**src/rtl/ofdm_tx_frame_ctrl_if.sv**
```systemverilog
// Handshake/bus bundle between the frame-request logic, the frame scheduler and the CP buffer.
// The abort/aborted pair exists only when TX_ABORT_EN is defined.
interface ofdm_tx_frame_ctrl_if #(
   parameter int unsigned LEN_W = 8
);
   logic             start;
   logic [LEN_W-1:0] n_data_sym;
   logic             sym_rdy;
   logic             busy;
   logic             done;
   logic             sym_req;
   logic [1:0]       src_sel;
   logic             samp_en;
   logic [6:0]       samp_idx;
   logic             cp_phase;
   logic [LEN_W-1:0] sym_cnt;
   logic             underrun;
`ifdef TX_ABORT_EN
   logic             abort;
   logic             aborted;

   modport master (output start, n_data_sym, sym_rdy, abort,
                   input  busy, done, sym_req, src_sel, samp_en, samp_idx,
                          cp_phase, sym_cnt, underrun, aborted);
   modport slave  (input  start, n_data_sym, sym_rdy, abort,
                   output busy, done, sym_req, src_sel, samp_en, samp_idx,
                          cp_phase, sym_cnt, underrun, aborted);
`else
   modport master (output start, n_data_sym, sym_rdy,
                   input  busy, done, sym_req, src_sel, samp_en, samp_idx,
                          cp_phase, sym_cnt, underrun);
   modport slave  (input  start, n_data_sym, sym_rdy,
                   output busy, done, sym_req, src_sel, samp_en, samp_idx,
                          cp_phase, sym_cnt, underrun);
`endif
endinterface

```
**src/rtl/ofdm_tx_frame_ctrl.sv**
```systemverilog
// OFDM TX frame scheduler: STF -> LTF -> SIG -> DATA -> gap, one sample per clk.
// Optional mid-frame abort (abort/aborted ports) enabled by defining TX_ABORT_EN.
module ofdm_tx_frame_ctrl #(
   parameter int unsigned N_FFT     = 64,
   parameter int unsigned N_CP      = 16,
   parameter int unsigned N_STF_SYM = 2,
   parameter int unsigned N_LTF_SYM = 2,
   parameter int unsigned GAP_LEN   = 8,
   parameter int unsigned LEN_W     = 8
) (
   input logic                 clk,
   input logic                 rst_n,
   ofdm_tx_frame_ctrl_if.slave bus
);
   localparam int unsigned SYM_LEN = N_FFT + N_CP;
   localparam int unsigned IDX_W   = 7;
   localparam int unsigned GAP_W   = $clog2(GAP_LEN + 1);

   typedef enum logic [2:0] {IDLE, STF, LTF, SIG, DATA, WAIT, GAP} state_t;

   state_t           state_q, state_d, tgt_q, tgt_d, adv_tgt;
   logic [IDX_W-1:0] idx_q, idx_d;
   logic [LEN_W-1:0] cnt_q, cnt_d, pend_q, pend_d, nsym_q, nsym_d, adv_cnt;
   logic [GAP_W-1:0] gap_q, gap_d;
   logic             und_q, und_d, abrt_q, abrt_d;
   logic             sym_end, adv, to_gap, req_d, done_d, en_d, abort_hit;
   logic [1:0]       src_d;
   logic             busy_q, done_q, req_q, en_q, cp_q, aborted_q;
   logic [1:0]       src_q;

`ifdef TX_ABORT_EN
   assign abort_hit = bus.abort && (state_q != IDLE) && (state_q != GAP);
   assign bus.aborted = aborted_q;
`else
   assign abort_hit = 1'b0;
`endif

   // Next-state, counters and next output values
   always_comb begin
      state_d = state_q;
      tgt_d   = tgt_q;
      idx_d   = idx_q;
      cnt_d   = cnt_q;
      pend_d  = pend_q;
      nsym_d  = nsym_q;
      gap_d   = gap_q;
      und_d   = und_q;
      abrt_d  = abrt_q;
      req_d   = 1'b0;
      adv     = 1'b0;
      adv_tgt = SIG;
      adv_cnt = '0;
      to_gap  = 1'b0;
      sym_end = (idx_q == IDX_W'(SYM_LEN - 1));

      unique case (state_q)
         IDLE: begin
            if (bus.start) begin
               state_d = STF;
               idx_d   = '0;
               cnt_d   = '0;
               nsym_d  = bus.n_data_sym;
               und_d   = 1'b0;
               abrt_d  = 1'b0;
            end
         end
         STF, LTF: begin
            if (!sym_end) begin
               idx_d = idx_q + IDX_W'(1);
            end else if (state_q == STF && cnt_q == LEN_W'(N_STF_SYM - 1)) begin
               state_d = LTF;
               idx_d   = '0;
               cnt_d   = '0;
            end else if (state_q == LTF && cnt_q == LEN_W'(N_LTF_SYM - 1)) begin
               adv = 1'b1;
            end else begin
               idx_d = '0;
               cnt_d = cnt_q + LEN_W'(1);
            end
         end
         SIG: begin
            if (!sym_end)                idx_d = idx_q + IDX_W'(1);
            else if (nsym_q == '0)       to_gap = 1'b1;
            else begin
               adv     = 1'b1;
               adv_tgt = DATA;
            end
         end
         DATA: begin
            if (!sym_end)                             idx_d = idx_q + IDX_W'(1);
            else if (cnt_q == nsym_q - LEN_W'(1))     to_gap = 1'b1;
            else begin
               adv     = 1'b1;
               adv_tgt = DATA;
               adv_cnt = cnt_q + LEN_W'(1);
            end
         end
         WAIT: begin
            if (bus.sym_rdy) begin
               state_d = tgt_q;
               idx_d   = '0;
               cnt_d   = pend_q;
               req_d   = 1'b1;
            end
         end
         GAP: begin
            if (gap_q == GAP_W'(GAP_LEN - 1)) begin
               state_d = IDLE;
               gap_d   = '0;
            end else begin
               gap_d = gap_q + GAP_W'(1);
            end
         end
         default: state_d = IDLE;
      endcase

      // Abort takes precedence over any symbol boundary decision
      if (abort_hit) begin
         adv    = 1'b0;
         to_gap = 1'b1;
         abrt_d = 1'b1;
      end

      if (adv) begin
         if (bus.sym_rdy) begin
            state_d = adv_tgt;
            idx_d   = '0;
            cnt_d   = adv_cnt;
            req_d   = 1'b1;
         end else begin
            state_d = WAIT;
            tgt_d   = adv_tgt;
            pend_d  = adv_cnt;
            und_d   = 1'b1;
         end
      end

      if (to_gap) begin
         state_d = GAP;
         idx_d   = '0;
         cnt_d   = '0;
         gap_d   = '0;
         req_d   = 1'b0;
      end

      en_d   = (state_d == STF) || (state_d == LTF) || (state_d == SIG) || (state_d == DATA);
      done_d = (state_d == GAP) && (gap_d == GAP_W'(GAP_LEN - 1));
      unique case (state_d)
         STF:       src_d = 2'd1;
         LTF:       src_d = 2'd2;
         SIG, DATA: src_d = 2'd3;
         default:   src_d = 2'd0;
      endcase
   end

   // State, counters and registered outputs
   always_ff @(posedge clk or negedge rst_n) begin
      if (!rst_n) begin
         state_q   <= IDLE;
         tgt_q     <= SIG;
         idx_q     <= '0;
         cnt_q     <= '0;
         pend_q    <= '0;
         nsym_q    <= '0;
         gap_q     <= '0;
         und_q     <= 1'b0;
         abrt_q    <= 1'b0;
         busy_q    <= 1'b0;
         done_q    <= 1'b0;
         req_q     <= 1'b0;
         en_q      <= 1'b0;
         cp_q      <= 1'b0;
         src_q     <= 2'd0;
         aborted_q <= 1'b0;
      end else begin
         state_q   <= state_d;
         tgt_q     <= tgt_d;
         idx_q     <= idx_d;
         cnt_q     <= cnt_d;
         pend_q    <= pend_d;
         nsym_q    <= nsym_d;
         gap_q     <= gap_d;
         und_q     <= und_d;
         abrt_q    <= abrt_d;
         busy_q    <= (state_d != IDLE);
         done_q    <= done_d;
         req_q     <= req_d;
         en_q      <= en_d;
         cp_q      <= en_d && (idx_d < IDX_W'(N_CP));
         src_q     <= src_d;
         aborted_q <= done_d && abrt_d;
      end
   end

   assign bus.busy     = busy_q;
   assign bus.done     = done_q;
   assign bus.sym_req  = req_q;
   assign bus.src_sel  = src_q;
   assign bus.samp_en  = en_q;
   assign bus.samp_idx = idx_q;
   assign bus.cp_phase = cp_q;
   assign bus.sym_cnt  = cnt_q;
   assign bus.underrun = und_q;
endmodule

```
**src/flat_wrapper.sv**
```systemverilog
// flat-port wrapper written by rule: the top's interface ports become plain ports
module ofdm_tx_frame_ctrl_flat 
#(
   parameter int unsigned N_FFT     = 64,
   parameter int unsigned N_CP      = 16,
   parameter int unsigned N_STF_SYM = 2,
   parameter int unsigned N_LTF_SYM = 2,
   parameter int unsigned GAP_LEN   = 8,
   parameter int unsigned LEN_W     = 8
)
  (clk, rst_n, bus_start, bus_n_data_sym, bus_sym_rdy, bus_busy, bus_done, bus_sym_req, bus_src_sel, bus_samp_en, bus_samp_idx, bus_cp_phase, bus_sym_cnt, bus_underrun);
  ofdm_tx_frame_ctrl_if #(.LEN_W(LEN_W)) bus_i ();
  input logic clk;
  input logic rst_n;
  input wire logic [$bits(bus_i.start)-1:0] bus_start;
  input wire logic [$bits(bus_i.n_data_sym)-1:0] bus_n_data_sym;
  input wire logic [$bits(bus_i.sym_rdy)-1:0] bus_sym_rdy;
  output wire logic [$bits(bus_i.busy)-1:0] bus_busy;
  output wire logic [$bits(bus_i.done)-1:0] bus_done;
  output wire logic [$bits(bus_i.sym_req)-1:0] bus_sym_req;
  output wire logic [$bits(bus_i.src_sel)-1:0] bus_src_sel;
  output wire logic [$bits(bus_i.samp_en)-1:0] bus_samp_en;
  output wire logic [$bits(bus_i.samp_idx)-1:0] bus_samp_idx;
  output wire logic [$bits(bus_i.cp_phase)-1:0] bus_cp_phase;
  output wire logic [$bits(bus_i.sym_cnt)-1:0] bus_sym_cnt;
  output wire logic [$bits(bus_i.underrun)-1:0] bus_underrun;
  assign bus_i.start = bus_start;
  assign bus_i.n_data_sym = bus_n_data_sym;
  assign bus_i.sym_rdy = bus_sym_rdy;
  assign bus_busy = bus_i.busy;
  assign bus_done = bus_i.done;
  assign bus_sym_req = bus_i.sym_req;
  assign bus_src_sel = bus_i.src_sel;
  assign bus_samp_en = bus_i.samp_en;
  assign bus_samp_idx = bus_i.samp_idx;
  assign bus_cp_phase = bus_i.cp_phase;
  assign bus_sym_cnt = bus_i.sym_cnt;
  assign bus_underrun = bus_i.underrun;
  ofdm_tx_frame_ctrl #(.N_FFT(N_FFT), .N_CP(N_CP), .N_STF_SYM(N_STF_SYM), .N_LTF_SYM(N_LTF_SYM), .GAP_LEN(GAP_LEN), .LEN_W(LEN_W)) u_core (.clk(clk), .rst_n(rst_n), .bus(bus_i));
endmodule
```
**config.mk**
```make
export PLATFORM = sky130hd
export DESIGN_NAME = ofdm_tx_frame_ctrl_flat
export DESIGN_NICKNAME = d
export VERILOG_FILES = /design/src/rtl/ofdm_tx_frame_ctrl_if.sv /design/src/rtl/ofdm_tx_frame_ctrl.sv /design/src/flat_wrapper.sv
export SDC_FILE = /design/constraint.sdc
export NUM_CORES = 1
export LEC_CHECK = 0
export ABC_AREA = 1
export BUFFER_PORTS_ARGS = -buffer_cell sky130_fd_sc_hd__buf_2
export CORE_MARGIN = 3
export CORE_UTILIZATION = 47
export DETAILED_ROUTE_END_ITERATION = 6
export PLACE_DENSITY_LB_ADDON = 0.25
export RECOVER_POWER = 25
export SLEW_MARGIN = 20
export SYNTH_ARGS = -nofsm -noshare
export SYNTH_HDL_FRONTEND = slang
export SYNTH_SLANG_ARGS = --single-unit
```
**constraint.sdc**
```tcl
create_clock -name clk -period 2.85 [get_ports clk]
set_clock_uncertainty 0.15 [all_clocks]
set_input_delay 0.57 -clock clk [delete_from_list [all_inputs] [get_ports clk]]
set_output_delay 0.57 -clock clk [all_outputs]
set_load 0.1 [all_outputs]
```
==> run_results.csv, run 1 <==
group,metric,value,unit
floorplanning,die_area,7900,um2
global_route,grt_max_degree,26,
sta,timing.fmax,394,MHz
detailed_routing,detail_route.wl_per_cell,14.0,um
floorplanning,die_h,88.9,um
placement,gp_congestion,0.941,
layout,mostFrequentLayoutCells,"nand2_1, dfrtp_1, inv_1",
synthesis,yosysWarnings,0,
pwr,p_leak,0.00181,uW
clock_network,cts_made_buffers,5,
setup_path,worstRegToRegCells,17,
clock_network,post-cts-setup-buffer-count,0,
worst_hold_path,worstHoldPathType,"in -> reg",
clock_network,clock_sinks,48,
setup_path,cp.required,2.90,ns
clock_network,cts.reportedPaths.clkPinSlew,0.10,ns
clock_network,root_buffer,"clkbuf_8",
pwr,p_per_area,1070,nW/um2
job,maxCapViolCount,0,
clock_network,hold_buffers,0,
sta,tightest_slew,1.31,ns
detailed_routing,num_vias,2836,
setup_path,crit_arrival,2.59,ns
synthesis,syn_area_per_cell,7.58,um2
clock_network,tritoncts,"done",
setup_path,critical_path_class,"reg -> reg",
setup_path,ff2ff_setup_slack,0.31,ns
placement,portBuffers,34,
detailed_routing,drtIter0Drc,191,
sta,max_slew_margin,0.128,
detailed_routing,drcViolationCount,0,
sta,hold_ws,0.288,ns
layout,diodes,0,
sta,fin_tns_setup,0,ns
synthesis,netlist_area,3230,um2
layout,drive_gt1_frac,0.232,
layout,fill_cells,601,
floorplanning,rows,29,
synthesis,ys_ff_latch,48,
global_route,grt_use_total,0.207,
sta,finalHoldViolations,0,
clock_network,clock_latency,0.32,ns
setup_path,crit_path_end_kind,"register",
sta,rsz0062_at_grt,"no",
global_route,antenna_found_initial,0,
floorplanning,core,6490,um2
placement,dp_hpwl,5.86,mm
clock_network,cts_buffer_depth,2,
setup_path,crit_path_start_kind,"register",
sta,slew_violations,0,
placement,pre_cts_ws,0.341,ns
layout,nets,482,
synthesis,synthTopCellsByArea,"dfrtp_1, nand2_1, inv_1",
layout,final_common_cell,"nand2_1",
worst_hold_path,min_path_cells,3,
synthesis,synth_largest_area_cell,"dfrtp_1",
sta,min_period,2.54,ns
global_route,grt_overflow,0,
synthesis,synth_top_area_frac,0.364,
sta,fin_crit_sh,0.890,
floorplanning,pin_count,35,
detailed_routing,wirelength,7.60,mm
detailed_routing,viasPerCell,5.23,
detailed_routing,drtAntennaViolNets,0,
layout,syn2layout_area_growth,10.4,%
floorplanning,die_x,88.9,um
floorplanning,start_util,0.497,
outcome,outcome,"complete, no violations",
global_route,grt_pass1_vias,2704,
sta,finalWorstSetupSlack,0.314,ns
detailed_routing,drt-pass1-iter-count,5,
synthesis,synth.distinct_cells,42,
sta,setup_viol,0,
clock_network,cts_resized,0,
setup_path,crit_fanout,12,
synthesis,synth_sequential_area_ratio,0.372,
pwr,ir_worst_vdd,0.474,mV
synthesis,synth_fp_nets,444,
synthesis,syn_inst,426,
clock_network,h-tree-depth,2,
global_route,grt_pass1_wl,12.8,mm
-- per-stage QoR --
stage / area (um2) / power, uW / util / cells
after floorplan: 3230 / 2960 / - / 426
after global placement: 3480 / 3380 / 0.535 / 534
after detailed placement: 3480 / 3400 / 0.535 / 534
after CTS: 3570 / 3850 / 0.550 / 542
after global routing: 3570 / 4130 / 0.549 / 542
final: 3570 / 3830 / 0.549 / 542
-- final timing paths --
| path | start | end |
|---|---|---|
| max | u_core.nsym_q[0] | u_core.tgt_q[2] |
| min | bus_n_data_sym[5] | u_core.nsym_q[5] |
| max reg2reg | u_core.nsym_q[0] | u_core.tgt_q[2] |
| min reg2reg | u_core.pend_q[3] | u_core.pend_q[3] |
| max in group asynchronous | rst_n | u_core.bus.samp_idx[6] |
| min in group asynchronous | rst_n | u_core.nsym_q[5] |
-- critical path, stage by stage (launching register included) --
cell and delay, ns:
dfrtp_1 0.40, inv_1 0.15, ha_1 0.24, inv_1 0.07
nand2_1 0.08, nand2_1 0.06, nand2_1 0.05, nand2_1 0.06
nand3_2 0.12, nor2_8 0.06, nand2_4 0.07, nand2_4 0.08
nand2_4 0.08, nand2_4 0.07, nor2_2 0.37, inv_2 0.17
nand2_1 0.09, nand2_1 0.05
-- power breakdown --
group,total [uW],internal (uW),switching (uW)
clock,439,198,241
combinational,2330,597,1740
sequential,1060,867,192
total,3830,1660,2170
-- Yosys cell counts, drive strengths merged --
library cell and n:
nand2 123, dfstp 1, nand4 1, ha 6, a21boi 1, nor4 1
clkbuf 2, o211ai 1, a32oi 1, o2111ai 1, o22ai 2, o31ai 2
buf 5, xor2 10, inv 56, nor2 56, o21ai 36, dfrtp 47
xnor2 4, a221oi 1, nor3 12, a31oi 10, a21oi 8, o21a 1
nand3 37, a211oi 1
-- metal layers --
metal  track usage  wire (um)  vias up
met5             0          0        -
met4        0.0687        127        0
met3        0.0378        409       12
met2         0.345       3570       72
met1         0.271       3490     1299
li1              -          -     1453
-- registers in the layout, indices dropped and copies added (netlist names), 2 cells and up --
name and cells:
u_core.tgt_q 2, u_core.bus.sym_cnt 8, u_core.bus.samp_idx 7, u_core.state_q 3, u_core.bus.src_sel 2, u_core.nsym_q 8
u_core.gap_q 4, u_core.pend_q 8
-- final cells by class --
type,count,area (um2),share of cell area
Sequential cell,48,1200,0.337
Clock buffer,7,86.3,0.0242
Timing Repair Buffer,38,196,0.0551
Inverter,56,213,0.0596
Tap cell,77,96.3,0.0270
Clock inverter,1,7.51,0.00211
Multi-Input combinational cell,315,1760,0.495
-- cell families after synthesis --
kind of cell / after synthesis / share of synthesized area
DFF: 48 / 0.372
xor gates and xnor gates: 14 / 0.0380
AOI/OAI and AO/OA: 65 / 0.121
buffers and inverters: 63 / 0.0817
adders and majority gates: 6 / 0.0232
and+or+nand+nor: 230 / 0.364
Note: power is estimated with default switching activity, not from simulation.
==> inputs of run 2 (changes only) <==
clock period = 3 ns   (was 2.85 ns; I/O delays follow)
==> run 2 against run 1 <==
Total power fell by 4.4%. Sequential power down 4%. Worst hold slack better by 0.042 ns. Register-to-register slack gained 0.15 ns. Fmax decreased by 0.13%. Core utilization rose by 0.12 points. Die area unchanged. Via count up 0.32%. Routed wire length down 3.3%. Worst setup slack better by 0.15 ns.
==> run_results.csv, run 2 (same netlist as run 1, synthesis figures left out) <==
group,metric,value,unit
pwr,switching_share,0.555,
layout,nets,481,
pwr,p_per_area,1030,nW/um2
sta,fin_crit_sh,0.846,
setup_path,crit_arrival,2.59,ns
layout,diodes,0,
worst_hold_path,worstHoldPathType,"in -> reg",
floorplanning,pin_count,35,
clock_network,cts.reportedPaths.clkPinSlew,0.09,ns
pwr,p_leak,0.00182,uW
clock_network,cts_buffer_depth,2,
layout,drive_gt1_frac,0.233,
layout,mostFrequentLayoutCells,"nand2_1, dfrtp_1, inv_1",
layout,regArea,1200,um2
placement,placed_area,3470,um2
detailed_routing,drt-pass1-iter-count,4,
sta,max_slew_margin,0.212,
sta,min_period,2.54,ns
setup_path,crit_path_start_kind,"register",
global_route,grt_max_degree,49,
sta,setup_viol,0,
placement,portBuffers,34,
layout,final_common_cell,"nand2_1",
detailed_routing,drtAntennaViolNets,0,
detailed_routing,viasPerCell,5.26,
floorplanning,die_area,7900,um2
detailed_routing,drcViolationCount,0,
job,maxCapViolCount,0,
layout,fill_cells,626,
setup_path,path_cells,"inv_1 > ha_1 > inv_1 > nand2_1 > nand2_1 > nand2_1 > nand2_1 > nand3_2 > nor2_8 > nand2_4 > nand2_4 > nand2_4 > nand2_4 > nor2_2 > inv_2 > nand2_1 > nand2_1",
sta,rsz0062_at_grt,"no",
global_route,grt_pass1_vias,2700,
clock_network,cts_resized,0,
clock_network,post-cts-setup-buffer-count,0,
pwr,p_total,3660,uW
outcome,outcome,"complete, no violations",
setup_path,startpoint,"u_core.nsym_q[0]",
clock_network,clock_sinks,48,
setup_path,cp_top_family,"simple AND/OR/NAND/NOR gates",
floorplanning,die_x,88.9,um
sta,finalHoldViolations,0,
layout,final_area,3570,um2
setup_path,cp.required,3.05,ns
floorplanning,start_util,0.497,
pwr,combPwrFrac,0.594,
placement,dp_hpwl,5.72,mm
clock_network,tritoncts,"done",
clock_network,hold_buffers,0,
global_route,antenna_found_initial,0,
clock_network,root_buffer,"clkbuf_8",
floorplanning,die_h,88.9,um
detailed_routing,num_vias,2845,
pwr,p_sw,2030,uW
setup_path,worstRegToRegCells,17,
clock_network,h-tree-depth,2,
pwr,ir_worst_vdd,0.409,mV
setup_path,crit_cells,17,
setup_path,cpMostUsedCell,"nand2_1",
sta,timing.fmax,394,MHz
setup_path,rr_endpoint,"u_core.pend_q[3]",
setup_path,r2r-start,"u_core.nsym_q[0]",
sta,slew_violations,0,
placement,gp_congestion,0.944,
sta,fin_tns_setup,0,ns
detailed_routing,detail_route.wl_per_cell,13.6,um
sta,tightest_slew,1.18,ns
floorplanning,core,6490,um2
setup_path,crit_path_end,"u_core.pend_q[3]",
setup_path,ff2ff_setup_slack,0.46,ns
global_route,grt_use_total,0.203,
pwr,clkPwrFrac,0.128,
layout,multiInputGateArea,1760,um2
setup_path,crit_fanout,12,
clock_network,cts_made_buffers,5,
setup_path,crit_path_end_kind,"register",
layout,syn2layout_area_growth,10.6,%
global_route,grt_overflow,0,
detailed_routing,wirelength,7.34,mm
setup_path,slowest_stage,"dfrtp_1",
pwr,seqPwrFrac,0.278,
setup_path,slowest_delay,0.41,ns
detailed_routing,drtIter0Drc,204,
clock_network,clock_latency,0.31,ns
pwr,p_int,1630,uW
setup_path,cp_num_buf_inv,3,
setup_path,critical_path_class,"reg -> reg",
global_route,grt_pass1_wl,12.6,mm
floorplanning,rows,29,
run 2: cell types whose count changed in the layout (fill, tap and decap cells not counted):
| cell | delta |
|---|---|
| clkinv_2 | +1 |
| buf_2 | +1 |
| bufinv_16 | +1 |
| clkbuf_8 | -1 |
| clkbuf_1 | -1 |
| buf_4 | -1 |
| clkinvlp_4 | -1 |
run 2: area by class of cell:
type,count,share of cell area
clock buffers,6,0.0203
clock inverters,2,0.00980
inverters,56,0.0595
multi-input cells,315,0.494
flip-flops and latches,48,0.336
well taps,77,0.0270
repair buffers,37,0.0532
run 2: worst min path at each step:
| stage | from | slack (ns) | cells past startpoint | end |
|---|---|---|---|---|
| 2_1_floorplan | rst_n | 0.15 | 0 | u_core.bus.busy |
| 3_3_place_gp | u_core.pend_q[3] | 0.31 | 2 | u_core.pend_q[3] |
| 3_5_place_dp | u_core.pend_q[0] | 0.31 | 2 | u_core.pend_q[0] |
| 4_1_cts | rst_n | 0.26 | 2 | u_core.nsym_q[3] |
| 5_1_grt | bus_n_data_sym[3] | 0.35 | 3 | u_core.nsym_q[3] |
| 6_report | bus_n_data_sym[7] | 0.33 | 3 | u_core.nsym_q[7] |
run 2: power groups by stage:
stage | Combinational (uW) | Sequential, uW | Clock, uW
finish | 2180 | 1020 | 469
global route | 2400 | 1050 | 509
CTS | 2190 | 1020 | 485
detailed placement | 2180 | 1030 | 0
global placement | 2160 | 1030 | 0
floorplan | 1160 | 1650 | 0
run 2: worst register-to-register path: cells and delay by family, from the launching register on:
family	cells	cell delay (ns)
and+or+nand+nor	13	1.24
DFF	1	0.41
buffers and inverters	3	0.40
adders and majority gates	1	0.24
run 2: stage by stage:
| step | instances | worst slack, ns | util | hold WS, ns |
|---|---|---|---|---|
| 2_1_floorplan | 426 | 0.201 | - | 0.154 |
| 5_1_grt | 541 | 0.223 | 0.550 | 0.345 |
| 3_5_place_dp | 533 | 0.475 | 0.534 | 0.313 |
| 4_1_cts | 541 | 0.468 | 0.551 | 0.259 |
| 6_report | 541 | 0.461 | 0.550 | 0.330 |
| 3_3_place_gp | 533 | 0.519 | 0.534 | 0.310 |
run 2: layer usage:
layer	wire length (um)	part of all wire	track usage
met2	3350	0.46	0.324
met3	454	0.062	0.0350
met4	140	0.019	0.0591
met5	0	0	0
met1	3400	0.46	0.283
==> inputs of run 3 (changes only) <==
clock period = 2.1 ns   (was 3 ns; I/O delays follow)
==> run 3 against run 2 <==
The run now ends with setup timing left. Register-to-register slack worse by 0.61 ns. Final cell count up 11%. Sequential power rose by 48%. Largest cell class unchanged.
==> run_results.csv, run 3 (same netlist as run 1, synthesis figures left out) <==
group,metric,value,unit
clock_network,cts_made_buffers,5,
sta,finalHoldViolations,0,
layout,regArea,1250,um2
clock_network,root_buffer,"clkbuf_8",
floorplanning,rows,29,
setup_path,cp.required,2.19,ns
clock_network,clock_sinks,48,
worst_hold_path,worstHoldPathType,"in -> reg",
clock_network,cts.reportedPaths.clkPinSlew,0.09,ns
global_route,grt_pass1_wl,14.1,mm
sta,slew_violations,0,
outcome,violations,"setup timing",
detailed_routing,viasPerCell,5.33,
layout,syn2layout_area_growth,35.4,%
detailed_routing,m1WireLength,3.80,mm
sta,tightest_slew,0.635,ns
sta,max_slew_margin,0.577,
detailed_routing,drtAntennaViolNets,0,
layout,fin_util,0.673,
floorplanning,start_util,0.497,
floorplanning,pin_count,35,
detailed_routing,num_vias,3213,
detailed_routing,detail_route.wl_per_cell,14.2,um
layout,nets,543,
floorplanning,die_h,88.9,um
global_route,grt_max_degree,27,
setup_path,crit_path_end_kind,"register",
placement,portBuffers,34,
detailed_routing,drt-pass1-iter-count,4,
detailed_routing,drcViolationCount,0,
layout,fill_cells,529,
setup_path,ff2ff_setup_slack,-0.15,ns
clock_network,h-tree-depth,2,
floorplanning,die_area,7900,um2
setup_path,crit_path_start_kind,"register",
outcome,outcome,"complete, but fails checks",
detailed_routing,wl_met2,4.23,mm
global_route,grt_use_total,0.228,
pwr,p_per_area,1380,nW/um2
layout,diodes,0,
detailed_routing,route.met3.wl,364,um
clock_network,clock_latency,0.30,ns
global_route,grt_overflow,0,
sta,setup_viol,30,
clock_network,cts_buffer_depth,2,
setup_path,critical_path_class,"reg -> reg",
layout,mostFrequentLayoutCells,"nand2_1, buf_4, inv_1",
pwr,ir_worst_vdd,0.696,mV
placement,dp_hpwl,6.27,mm
detailed_routing,maxUsedRoutingLayer,"met4",
job,maxCapViolCount,0,
pwr,p_leak,0.00214,uW
floorplanning,core,6490,um2
sta,min_period,2.25,ns
clock_network,tritoncts,"done",
detailed_routing,drtIter0Drc,181,
sta,timing.fmax,444,MHz
detailed_routing,wirelength,8.54,mm
setup_path,crit_arrival,2.34,ns
sta,fin_crit_sh,1.07,
placement,gp_congestion,0.892,
layout,drive_gt1_frac,0.432,
floorplanning,die_x,88.9,um
global_route,antenna_found_initial,0,
layout,multiInputGateArea,2000,um2
sta,rsz0062_at_grt,"yes",
layout,final_common_cell,"nand2_1",
sta,hold_ws,0.160,ns
setup_path,crit_fanout,4,
sta,finalWorstSetupSlack,-0.152,ns
global_route,grt_pass1_vias,3021,
[run 3: changes by cell type in the layout (fill, tap and decap cells not counted), moves of 4 or more]
cell	change
buf_4	+53
dfrtp_1	-18
nand2_1	-16
nand2_2	+12
dfrtp_4	+10
dfrtp_2	+8
nor2_1	-8
nand3_1	-6
nor2_4	+6
o21ai_0	-6
o21ai_1	+5
buf_6	+4
inv_1	-4
[run 3: final cells by class]
class / instances / share of cell area
well taps: 77 / 0.0220
repair buffers: 99 / 0.166
clock buffers: 6 / 0.0166
multi-input cells: 315 / 0.456
inverters: 56 / 0.0503
flip-flops and latches: 48 / 0.286
clock inverters: 2 / 0.00286
[run 3: timing repair]
action | in CTS | in global routing
endpoints found under the setup margin | 34 | 37
hold buffers | 1 | 0
gates resized for setup | 28 | 40
setup buffers | 9 | 7
cloned | 0 | 1
endpoints found under the hold margin | 6 | 0
pin swaps | 18 | 20
[run 3: critical path: stages, from the launching register on]
cell and delay, ns:
dfrtp_1 0.41, inv_2 0.10, ha_4 0.21, xnor2_2 0.14, nor2_2 0.13, nand3_4 0.10, nor2_8 0.11, nand2_4 0.07
nand2_4 0.10, nand2_4 0.09, nand3_4 0.13, inv_1 0.08, nand2_2 0.08, nand3_2 0.06, nand2_2 0.06, nand2_2 0.07
nor2_2 0.10
[run 3: per-layer routing]
layer,vias up,track usage
met1,1517,0.316
li1,1574,-
met5,-,0
met3,16,0.0359
met2,106,0.369
met4,0,0.0673
[run 3: per-stage QoR]
| step | total power, uW | TNS (ns) | cells | setup slack, ns | cell area [um2] |
|---|---|---|---|---|---|
| floorplan | 4110 | -1.38 | 426 | -0.136 | 3320 |
| global placement | 4910 | -1.79 | 577 | -0.151 | 3910 |
| detailed placement | 4960 | -3.17 | 577 | -0.218 | 3910 |
| CTS | 5780 | -1.55 | 595 | -0.139 | 4180 |
| global route | 6470 | -6.84 | 603 | -0.295 | 4370 |
| finish | 6060 | -2.78 | 603 | -0.152 | 4370 |
[run 3: path summary, 6_finish.rpt]
| kind | startpoint | endpoint | cells after the start |
|---|---|---|---|
| worst max-delay path | u_core.nsym_q[0] | u_core.bus.cp_phase | 16 |
| worst min-delay path | bus_n_data_sym[5] | u_core.nsym_q[5] | 3 |
| worst max register to register | u_core.nsym_q[0] | u_core.bus.cp_phase | 16 |
| worst min register to register | u_core.tgt_q[2] | u_core.tgt_q[2] | 2 |
| max in group asynchronous | rst_n | u_core.bus.sym_cnt[7] | 3 |
| min in group asynchronous | rst_n | u_core.nsym_q[4] | 2 |
[run 3: power by group]
group | total, uW | switching, uW | internal [uW] | leakage (uW)
sequential | 1510 | 285 | 1230 | 0.000592
combinational | 3990 | 2680 | 1300 | 0.00150
clock | 561 | 328 | 234 | 0.0000412
total | 6060 | 3300 | 2760 | 0.00214
